`config.mk`:
```
export PLATFORM = sky130hd
export DESIGN_NAME = random_numb
export DESIGN_NICKNAME = d
export VERILOG_FILES = /design/src/rtl/random_numb.sv
export SDC_FILE = /design/constraint.sdc
export NUM_CORES = 1
export LEC_CHECK = 0
export ABC_AREA = 1
export BUFFER_PORTS_ARGS = -buffer_cell sky130_fd_sc_hd__buf_2
export CORE_AREA = 2 2 39 41
export CTS_BUF_LIST = sky130_fd_sc_hd__clkbuf_16
export DETAILED_ROUTE_END_ITERATION = 10
export DIE_AREA = 0 0 41 43
export PLACE_DENSITY_LB_ADDON = 0.05
export SETUP_SLACK_MARGIN = 0.2
export SLEW_MARGIN = 5
export SYNTH_ARGS = -nofsm -noshare
export SYNTH_HDL_FRONTEND = slang
export SYNTH_SLANG_ARGS = --single-unit
export TNS_END_PERCENT = 1
```
`constraint.sdc`:
```
create_clock -name clk -period 1.5 [get_ports clk]
set_clock_uncertainty 0.15 [all_clocks]
set_input_delay 0.15 -clock clk [delete_from_list [all_inputs] [get_ports clk]]
set_output_delay 0.15 -clock clk [all_outputs]
set_load 0.1 [all_outputs]
```
`src/rtl/random_numb.sv`:
```
// ============================================================================
//  Module      : random_numb
//  Description : Free-running 4-bit maximal-length LFSR sampled into a held
//                output register on each rising edge of the button pulse.
//  Revision    : 1.0 - initial release
// ============================================================================
`default_nettype none

module random_numb #(
    parameter logic [3:0] SEED = 4'b0001
) (
    input  logic       clk,
    input  logic       rst,
    input  logic       pulse,
    output logic [3:0] count
);

    // A zero seed would park the LFSR in its lock-up state, so it maps to 1.
    localparam logic [3:0] c_SEED = (SEED == 4'b0000) ? 4'b0001 : SEED;

    logic [3:0] r_lfsr;
    logic [3:0] r_count;
    logic       r_pulse_d;
    logic       w_rise;
    logic [3:0] w_lfsr_next;

    assign w_rise      = pulse & ~r_pulse_d;
    assign w_lfsr_next = (r_lfsr == 4'b0000) ? c_SEED
                                             : {r_lfsr[2:0], r_lfsr[3] ^ r_lfsr[2]};

    // pulse_d resets high so a pulse held across reset release is not a press.
    always_ff @(posedge clk or posedge rst) begin
        if (rst) begin
            r_lfsr    <= c_SEED;
            r_count   <= 4'b0000;
            r_pulse_d <= 1'b1;
        end else begin
            r_lfsr    <= w_lfsr_next;
            r_pulse_d <= pulse;
            if (w_rise) begin
                r_count <= r_lfsr;
            end
        end
    end

    assign count = r_count;

endmodule

`default_nettype wire

```
==> key figures <==
Synth
  – Seq/Total Area, Yosys: 67.2%
  – Post-Syn Instances: 34
  – Syn avg cell area: 9.97 sq um
  – Asr flop ratio synth: 100%
  – Synth area leader: dfrtp_1
  – Post-synth top cells: 10 x nand2_1, 7 x dfrtp_1, 5 x inv_1
  – Synth top area share: 51.7%
  – Cell area after synthesis: 339 sq um
  – Syn Nets: 38
  – Ys Warns: 0
  – Ys flop type: dfrtp_1
  – Synth area leaders: dfrtp_1 52%, dfstp_2 15%, nand2_1 11%
  – Post-synth EDFFs: 0
  – Post-synthesis cell type count: 10
  – Top-count cell post-synth: nand2_1
  – FF+latch count, synth: 9

Floorplan
  – Initial Util: about a quarter
  – Die Area: 0.00176 sq mm
  – Die Wd: 41 microns
  – Core area: 0.00138 sq mm
  – Cell Rows: 14
  – Die Height: 43 microns
  – Io pins: 7

Critical path
  – CP max stage cell: buf_2
  – Crit Path Category: flip-flop to primary output
  – Cells along the critical path: buf_2
  – Delay-heaviest family, CP: buffers and inverters
  – Critical Path RT: 1200 ps
  – Critical path arrival: 990 ps
  – Setup crit start kind: flip-flop
  – Critical path peak fanout: 2
  – CP bufs+invs: 1
  – CP peak stage delay: about 430 ps
  – Crit. End Element: primary output

Routing
  – Routed WL per cell: 10.2 microns
  – Routed wire length: 614 microns
  – DRT iter0 DRCs: 0
  – Routed via count: 234
  – # DRC: 0
  – Post-route ant nets: 0
  – Routed vias/inst: 3.90
  – 1st-pass router iterations: 1

Placement
  – Placer Congestion: 0.595
  – Port-buffer cells: 6
  – # placed instances: 54

Layout
  – ANT cells: 0
  – # nets final: 49
  – Multi-input gate area: 85.1 sq um
  – Final core occ: 35.1%
  – Fillcell total: 150
  – Layout cells sized above 1: 27.3%
  – Register area: approximately 230 sq um
  – Non-Filler Instances: 60
  – Area Growth Syn to Fin: 43.2%

Clock tree
  – H-Tree Depth: 1
  – CTS tree: yes
  – Clock transition at path regs: around 40 ps
  – Clk Latency, worst-skew pair: between 200 and 250 ps
  – Clock Sinks: 9
  – CTS buffer count: 3
  – Clk buf depth: 2
  – Clk root buf: clkbuf_16

STA
  – Final hold slack: 262 ps
  – Fin crit share: 86.1%
  – Post-layout min period: between 1000 and 1500 ps
  – Final hold violation count: 0
  – Endpoints failing setup: 0
  – Actual slew at the worst max-slew pin: approximately 500 ps
  – Worst slew margin: 67.8%
  – Setup TNS: 0 ps
  – Fin. max-slew vios: 0
  – RSZ-0062 raised after global routing: true
  – FMAX: 775 MHz

Global route
  – Largest net degree at the start of global routing: 10
  – Vias in the first global route: roughly 260
  – Gr ovfl total: 0
  – Antenna violations before repair: 0
  – Total GRT Usage: 9.95%
  – First-pass GRT wire length: 1.04 mm

Pwr
  – PD cells: approximately 1700 mW/mm^2
  – Peak VDD IR: slightly below 0.0006 V
  – Leak: 0.268 nW
  – Overall power: between 0.8 and 0.9 mW

Min path
  – Worst Hold Class: flip-flop to flip-flop

Outcome
  – Status: complete, no violations

Run
  – MaxCap Viol Count: 0
-- layout make-up --
cell class | instances | share of cell area [%]
clock buffer | 3 | 15.5
clock inverter | 1 | 0.773
inverter | 5 | 3.87
multi-input combinational | 18 | 17.5
sequential | 9 | 46.9
tap | 16 | 4.12
timing repair buffer | 8 | 11.3
-- cell families after synthesis --
kind of cell,share of synthesized area (%)
buffers and inverters,7.75
flip-flops,67.2
AND/OR/NAND/NOR,19.9
AO/OA/AOI/OAI,1.47
adder cells (fa/ha/maj),3.69
-- cells in the final DEF, fill, tap and decap left out, types with 2 or more instances in the layout --
master	instances
dfrtp_1	7
buf_2	4
nand3_1	4
dlygate4sd3_1	2
nand2_1	10
dfstp_2	2
clkbuf_16	3
inv_1	6
-- stage by stage --
step | instance area [sq um] | worst slack, ps
after floorplan | 339 | 204
after global placement | 382 | 459
after CTS | 483 | 199
after global routing | 485 | 175
final | 485 | 209
after detailed placement | 382 | 442
-- worst paths after layout --
path	from	end	slack (ps)	cells past startpoint
worst max-delay path	count[1]	count[1]	210	1
worst max register to register	r_pulse_d	count[2]	480	4
min in group asynchronous	rst	r_lfsr[3]	270	3
max in group asynchronous	rst	r_lfsr[0]	630	3
worst min register to register	r_lfsr[0]	r_lfsr[1]	260	0
worst min-delay path	r_lfsr[0]	r_lfsr[1]	260	0
-- flip-flops by register name, indices dropped and copies added, names as in the netlist --
signal and cells:
r_lfsr 4, r_pulse_d 1, count 4
-- routing by layer --
metal  routed length (microns)  vias to the layer above  GRT usage, %
met5                         0                        -             0
met4                         0                        0          10.0
met3                        37                        0          6.28
met2                       328                        6          14.4
met1                       247                      107          8.33
li1                          -                      121             -
-- repair_timing --
action,4_1_cts,5_1_grt
resized for setup,1,1
hold buffers,2,0
endpoints found under the hold margin,8,0
endpoints found under the setup margin,3,3
buffers inserted,0,0
-- where the power goes --
group	switching, mW	internal, mW
Sequential	0.00568	0.257
Clock	0.108	0.347
Combinational	0.0987	0.0207
Power figures use the tool's default switching activity.
